===== src/rtl/uart_tx_mmio_if.sv =====
`default_nettype none
// ============================================================================
// Module   : uart_tx_mmio_if
// Purpose  : CPU data-bus slice seen by the memory-mapped UART transmitter.
//            The CPU side (address decoder + load/store unit) drives the
//            master modport; the peripheral uses the slave modport.
// Ports    : cs     - peripheral select from the address decoder
//            we     - write strobe
//            re     - read strobe
//            addr   - byte offset within the peripheral (addr[2] decoded)
//            wdata  - store data (only [7:0] used)
//            rdata  - combinational read data, zero when not selected
// Revision : 1.0 - initial release
// ============================================================================
interface uart_tx_mmio_if;
  logic        cs;
  logic        we;
  logic        re;
  logic [2:0]  addr;
  logic [31:0] wdata;
  logic [31:0] rdata;

  modport master (output cs, output we, output re, output addr, output wdata,
                  input  rdata);
  modport slave  (input  cs, input  we, input  re, input  addr, input  wdata,
                  output rdata);
endinterface
`default_nettype wire


===== src/rtl/uart_tx_mmio.sv =====
`default_nettype none
// ============================================================================
// Module   : uart_tx_mmio
// Purpose  : Memory-mapped 8N1 UART transmitter with a TX FIFO.
//            DATA (addr[2]=0) write pushes a byte; STATUS (addr[2]=1) read
//            returns {overflow, full, empty, tx_busy, ~full} and clears the
//            sticky overflow flag.
// Ports    : clk     - system clock
//            rst     - asynchronous, active-low reset
//            bus     - CPU bus slice (slave modport)
//            txd     - registered serial output, idle high
//            tx_busy - high while a frame is on the line
// Revision : 1.0 - initial release
// ============================================================================
module uart_tx_mmio #(
  parameter int CLKS_PER_BIT = 434,
  parameter int FIFO_DEPTH   = 16,
  parameter int FIFO_AW      = 4
) (
  input  logic                 clk,
  input  logic                 rst,
  uart_tx_mmio_if.slave        bus,
  output logic                 txd,
  output logic                 tx_busy
);

  typedef enum logic [1:0] {
    S_IDLE  = 2'd0,
    S_START = 2'd1,
    S_DATA  = 2'd2,
    S_STOP  = 2'd3
  } state_t;

  localparam logic [15:0]      BAUD_RELOAD = 16'(CLKS_PER_BIT - 1);
  localparam logic [FIFO_AW:0] DEPTH_C     = (FIFO_AW + 1)'(FIFO_DEPTH);

  logic [7:0]         mem_q [FIFO_DEPTH];
  logic [FIFO_AW-1:0] wptr_q, wptr_d;
  logic [FIFO_AW-1:0] rptr_q, rptr_d;
  logic [FIFO_AW:0]   count_q, count_d;
  logic               ovf_q, ovf_d;
  state_t             state_q, state_d;
  logic [15:0]        baud_q, baud_d;
  logic [2:0]         bit_q, bit_d;
  logic [7:0]         shift_q, shift_d;
  logic               txd_q, txd_d;

  logic full, empty, push_req, push_ok, pop, stat_rd;
  logic [31:0] status;
  logic unused_bus_bits;

  assign unused_bus_bits = ^{bus.wdata[31:8], bus.addr[1:0]};

  // --------------------------------------------------------------------------
  // Bus decode and FIFO bookkeeping
  // --------------------------------------------------------------------------
  assign full     = (count_q == DEPTH_C);
  assign empty    = (count_q == '0);
  assign push_req = bus.cs & bus.we & ~bus.addr[2];
  assign stat_rd  = bus.cs & bus.re &  bus.addr[2];
  assign pop      = (state_q == S_IDLE) & ~empty;
  // A pop on the same edge frees the slot, so a push into a full FIFO
  // still lands and is not counted as a drop.
  assign push_ok  = push_req & (~full | pop);

  always_comb begin
    wptr_d  = wptr_q;
    rptr_d  = rptr_q;
    count_d = count_q;
    ovf_d   = ovf_q;
    if (push_ok) wptr_d = wptr_q + FIFO_AW'(1);
    if (pop)     rptr_d = rptr_q + FIFO_AW'(1);
    case ({push_ok, pop})
      2'b10:   count_d = count_q + (FIFO_AW + 1)'(1);
      2'b01:   count_d = count_q - (FIFO_AW + 1)'(1);
      default: count_d = count_q;
    endcase
    // Drop beats clear when both land on the same edge.
    if (push_req & full & ~pop) ovf_d = 1'b1;
    else if (stat_rd)           ovf_d = 1'b0;
  end

  // Storage array carries no reset; only the pointers/count define validity.
  always_ff @(posedge clk) begin
    if (push_ok) mem_q[wptr_q] <= bus.wdata[7:0];
  end

  // --------------------------------------------------------------------------
  // Serialiser FSM
  // --------------------------------------------------------------------------
  always_comb begin
    state_d = state_q;
    baud_d  = baud_q;
    bit_d   = bit_q;
    shift_d = shift_q;
    txd_d   = 1'b1;
    case (state_q)
      S_IDLE: begin
        txd_d = 1'b1;
        if (pop) begin
          shift_d = mem_q[rptr_q];
          baud_d  = BAUD_RELOAD;
          state_d = S_START;
        end
      end
      S_START: begin
        txd_d = 1'b0;
        if (baud_q == '0) begin
          baud_d  = BAUD_RELOAD;
          bit_d   = 3'd0;
          state_d = S_DATA;
        end else begin
          baud_d = baud_q - 16'd1;
        end
      end
      S_DATA: begin
        txd_d = shift_q[0];
        if (baud_q == '0) begin
          baud_d  = BAUD_RELOAD;
          shift_d = {1'b0, shift_q[7:1]};
          bit_d   = bit_q + 3'd1;
          if (bit_q == 3'd7) state_d = S_STOP;
        end else begin
          baud_d = baud_q - 16'd1;
        end
      end
      S_STOP: begin
        txd_d = 1'b1;
        if (baud_q == '0) begin
          baud_d  = BAUD_RELOAD;
          state_d = S_IDLE;
        end else begin
          baud_d = baud_q - 16'd1;
        end
      end
      default: state_d = S_IDLE;
    endcase
  end

  always_ff @(posedge clk or negedge rst) begin
    if (!rst) begin
      wptr_q  <= '0;
      rptr_q  <= '0;
      count_q <= '0;
      ovf_q   <= 1'b0;
      state_q <= S_IDLE;
      baud_q  <= '0;
      bit_q   <= '0;
      shift_q <= '0;
      txd_q   <= 1'b1;
    end else begin
      wptr_q  <= wptr_d;
      rptr_q  <= rptr_d;
      count_q <= count_d;
      ovf_q   <= ovf_d;
      state_q <= state_d;
      baud_q  <= baud_d;
      bit_q   <= bit_d;
      shift_q <= shift_d;
      txd_q   <= txd_d;
    end
  end

  // --------------------------------------------------------------------------
  // Outputs
  // --------------------------------------------------------------------------
  assign tx_busy = (state_q != S_IDLE);
  assign txd     = txd_q;
  assign status  = {27'b0, ovf_q, full, empty, tx_busy, ~full};
  // DATA reads return zero; zero when unselected so peripherals can be OR-ed.
  assign bus.rdata = stat_rd ? status : 32'h0;

endmodule
`default_nettype wire


===== src/flat_wrapper.sv =====
// flat-port wrapper written by rule: the top's interface ports become plain ports
module uart_tx_mmio_flat 
#(
  parameter int CLKS_PER_BIT = 434,
  parameter int FIFO_DEPTH   = 16,
  parameter int FIFO_AW      = 4
)
  (clk, rst, txd, tx_busy, bus_cs, bus_we, bus_re, bus_addr, bus_wdata, bus_rdata);
  uart_tx_mmio_if bus_i ();
  input  logic clk;
  input  logic rst;
  output logic txd;
  output logic tx_busy;
  input wire logic [$bits(bus_i.cs)-1:0] bus_cs;
  input wire logic [$bits(bus_i.we)-1:0] bus_we;
  input wire logic [$bits(bus_i.re)-1:0] bus_re;
  input wire logic [$bits(bus_i.addr)-1:0] bus_addr;
  input wire logic [$bits(bus_i.wdata)-1:0] bus_wdata;
  output wire logic [$bits(bus_i.rdata)-1:0] bus_rdata;
  assign bus_i.cs = bus_cs;
  assign bus_i.we = bus_we;
  assign bus_i.re = bus_re;
  assign bus_i.addr = bus_addr;
  assign bus_i.wdata = bus_wdata;
  assign bus_rdata = bus_i.rdata;
  uart_tx_mmio #(.CLKS_PER_BIT(CLKS_PER_BIT), .FIFO_DEPTH(FIFO_DEPTH), .FIFO_AW(FIFO_AW)) u_core (.clk(clk), .rst(rst), .bus(bus_i), .txd(txd), .tx_busy(tx_busy));
endmodule

===== config.mk =====
export PLATFORM = sky130hd
export DESIGN_NAME = uart_tx_mmio_flat
export DESIGN_NICKNAME = d
export VERILOG_FILES = /design/src/rtl/uart_tx_mmio_if.sv /design/src/rtl/uart_tx_mmio.sv /design/src/flat_wrapper.sv
export SDC_FILE = /design/constraint.sdc
export NUM_CORES = 1
export LEC_CHECK = 0
export CAP_MARGIN = 10
export CORE_MARGIN = 3
export CORE_UTILIZATION = 40
export CTS_CLUSTER_SIZE = 25
export DETAILED_ROUTE_END_ITERATION = 6
export GPL_TIMING_DRIVEN = 0
export PLACE_DENSITY = 0.6
export SETUP_SLACK_MARGIN = 0.2
export SYNTH_ARGS = -nofsm -noshare
export SYNTH_HDL_FRONTEND = slang
export SYNTH_SLANG_ARGS = --single-unit

===== constraint.sdc =====
create_clock -name clk -period 3.7 [get_ports clk]
set_clock_uncertainty 0.05 [all_clocks]
set_input_delay 0.925 -clock clk [delete_from_list [all_inputs] [get_ports clk]]
set_output_delay 0.925 -clock clk [all_outputs]
set_load 0.03 [all_outputs]

==> results of run 1 <==
-- worst max-delay path by stage --
stage / cells after the start / start / endpoint / slack (ps)
6_report: 4 / bus_cs / bus_rdata[1] / 280
5_1_grt: 5 / u_core.state_q[1]$_DFFE_PN0P_ / tx_busy / 210
4_1_cts: 5 / u_core.count_q[1]$_DFFE_PN0P_ / bus_rdata[2] / 200
3_5_place_dp: 5 / bus_addr[2] / u_core.mem_q[7][0]$_DFFE_PP_ / -100
3_3_place_gp: 5 / bus_addr[2] / u_core.mem_q[5][0]$_DFFE_PP_ / -160
2_1_floorplan: 7 / u_core.state_q[0]$_DFFE_PN0P_ / u_core.mem_q[4][0]$_DFFE_PP_ / 800
-- worst max-delay path, stage by stage --
cell	delay, ps
clkdlybuf4s50_1	500
nand3_1	190
nor2_1	140
clkdlybuf4s50_1	680
-- registers in the layout, summed over array words and instances, names as in the netlist --
name,flops
u_core.mem_q,128
u_core.baud_q,16
u_core.shift_q,8
u_core.count_q,5
u_core.rptr_q,4
u_core.wptr_q,4
u_core.bit_q,3
u_core.state_q,2
u_core.ovf_q,1
u_core.txd,1
-- cell type report --
cell class | instances | area share
inverter | 15 | 0.006333
tap | 229 | 0.03223
sequential | 172 | 0.5563
clock buffer | 17 | 0.04785
timing repair buffer | 25 | 0.02815
multi-input combinational | 288 | 0.2762
clock inverter | 14 | 0.01984
buffer | 46 | 0.03307
-- power by group through the flow --
stage / registers, mW / clock network [mW] / logic [mW]
global placement: 2.48 / 0 / 2.02
CTS: 2.46 / 1.83 / 2.08
floorplan: 2.46 / 0 / 1.55
finish: 2.46 / 1.79 / 2.06
global route: 2.48 / 1.92 / 2.28
detailed placement: 2.50 / 0 / 2.06
-- cells in the mapped netlist, drive strengths merged (3+ instances only) --
master / count
a211oi: 8
a21oi: 8
a31oi: 3
and2: 10
buf: 40
clkbuf: 6
dfrtp: 43
edfxtp: 128
ha: 17
inv: 14
mux2: 12
mux2i: 9
mux4: 32
nand2: 23
nand3: 6
nand4: 3
nor2: 42
nor3: 12
nor4: 6
nor4b: 4
o21ai: 12
o22ai: 8
o31ai: 4
xnor2: 12
xor2: 8
-- what timing repair did --
item,4_1_cts,5_1_grt
endpoints found under the setup margin,16,8
setup buffers,0,2
pin swaps,0,1
hold endpoints to repair,0,0
resized for setup,2,4
-- stage by stage --
| stage | hold WS, ps | utilization |
|---|---|---|
| final | 408.5 | 0.4850 |
| after global routing | 434.5 | 0.4850 |
| after CTS | 413.8 | 0.4833 |
| after detailed placement | 415.7 | 0.4499 |
| after global placement | 416.2 | 0.4484 |
| after floorplan | 392.8 | - |
-- logic make-up after synthesis --
group | after synthesis | share of synthesized area
other cells | 1 | 0.0004911
compound gates | 51 | 0.04768
buf+inv | 61 | 0.04588
flops | 172 | 0.6477
fa+ha+maj | 17 | 0.02785
simple gates | 120 | 0.08357
xor+xnor | 20 | 0.02294
mux | 53 | 0.1239
-- cell usage in the layout, fill, tap and decap left out, types with 14 or more instances in the layout --
cell             instances
inv_1                   14
clkbuf_16               17
nor2_1                  42
mux4_2                  32
dfrtp_1                 43
buf_4                   30
clkdlybuf4s50_1         16
edfxtp_1               128
ha_1                    17
conb_1                  27
nand2_1                 23
-- metal layers --
metal	up-vias	track usage	routed length [microns]
li1	1965	-	-
met1	2104	0.2021	6537
met2	103	0.2440	7246
met3	14	0.04067	848
met4	0	0.05056	220
met5	-	0	0
==> results.py, run 1 <==
metrics = {
    "cells_and_area": {
        "num-nets-final": 622,
        "drive_gt1_frac": 0.2305,
        "num_antenna_cells": 0,
        "regArea_sq_um": 4946,
        "fin_area_sq_um": 8891,
        "area_delta_synth_final_pct": 16.43,
        "instances_no_fill": 806,
        "multi_input_area_sq_um": 2456,
        "nFillCells": 1562,
    },
    "clocking": {
        "clock_latency_ps": 430,
        "cts.sinks": 172,
        "cts_hold_buf": 0,
        "clockBufferDepth": 2,
        "cts_tree": "done",
        "cts-root-buf": "clkbuf_16",
        "cts_buffers": 17,
        "path_clk_slew_ps": 70,
        "htreeDepth": 4,
    },
    "power_and_ir_drop": {
        "p_seq_frac": 0.389,
        "switching_share": 0.3388,
        "intPower_mw": 4.171,
        "p_per_area_nw_per_um2": 709.5,
        "leakage_nw": 3.293,
        "peakVddDrop_mv": 0.3875,
        "total_power_mw": 6.309,
        "power.switching_mw": 2.138,
        "p_clk_frac": 0.283,
        "power_frac_comb": 0.327,
    },
    "outcome": {
        "status": "completed",
    },
    "critical_path": {
        "timing.rr.start": "u_core.state_q[0]$_DFFE_PN0P_",
        "r2r-end": "u_core.mem_q[4][6]$_DFFE_PP_",
        "worstSetupPathType": "input pin to primary output",
        "r2r_slack_ps": 610,
        "reg2reg_depth": 8,
        "arrival_ps": 2440,
        "crit_required_ps": 2720,
        "critPathMaxFanout": 6,
        "endpoint_kind": "primary output",
        "start_kind": "input pin",
    },
    "die": {
        "fp-row-count": 49,
        "die-area_sq_um": 20780,
        "die_x_microns": 144.2,
        "start_util": 0.4166,
        "core_area_sq_um": 18330,
        "die_y_microns": 144.2,
        "pin_count": 74,
    },
    "place": {
        "pre_cts_ws_ps": -98.63,
        "place_area_sq_um": 8248,
        "routabilityCongestion": 0.7963,
        "portBuffers": 20,
        "place_hpwl_microns": 9940,
        "dp.cells": 773,
    },
    "global_route": {
        "grt_pass1_vias": 4216,
        "grt_max_degree": 26,
        "antenna_found_initial": 0,
        "grt_pass1_wl_microns": 23230,
        "grt.overflow.total": 0,
        "grt_usage": 0.1518,
    },
    "synthesis": {
        "synth_area_per_cell_sq_um": 15.43,
        "syn_area_sq_um": 7636,
        "syn_inst": 495,
        "synth-edff-count": 128,
        "ys_types": 57,
        "synth_top_area_share": 0.5034,
        "synth_top_cell_by_area": "edfxtp_1",
        "synthFlopType": "edfxtp_1",
        "netlist_top_cells_area": "edfxtp_1 (50%), dfrtp_1 (14%), mux4_2 (9.4%), ha_1 (2.8%), buf_4 (2.7%)",
        "ys_ff_latch": 172,
        "ys_warn_count": 0,
        "seq_area_frac_synth": 0.6477,
        "synthArstFlopShare": 0.2558,
    },
    "drt": {
        "routed_via_density": 5.194,
        "vias": 4186,
        "dr.pass1.iters": 4,
        "drt_iter0_markers": 375,
        "drtAntennaViolNets": 0,
        "wl_microns": 14850,
        "post_drt_wl_per_cell_microns": 18.43,
        "drc": 0,
    },
    "timing": {
        "timing.fmax_mhz": 292.7,
        "setup_viol": 0,
        "relSlewSlack": 0.4591,
        "tightest_slew_ps": 808.4,
        "setup_ws_ps": 283.4,
        "finalCriticalPeriod_ps": 3417,
        "min_period_over_period": 0.9234,
        "finalMaxSlewViolations": 0,
        "rsz0062_at_grt": "false",
        "fin_setup_tns_ps": 0,
        "final_hold_viol_count": 0,
    },
    "run": {
        "cap_viol_max_count": 0,
    },
    "min_path": {
        "worstHoldPathType": "input pin to async pin",
    },
}
No activity file was read; power rests on OpenSTA's default activity.
==> run 2: changes to the inputs <==
--- a/config.mk
+++ b/config.mk
@@ -5,6 +5,7 @@
 export SDC_FILE = /design/constraint.sdc
 export NUM_CORES = 1
 export LEC_CHECK = 0
+export ABC_CLOCK_PERIOD_IN_PS = 3700
 export CAP_MARGIN = 10
 export CORE_MARGIN = 3
 export CORE_UTILIZATION = 40
==> results of run 2 <==
Same layout as run 1: the final DEF is identical, and so are final timing and power.
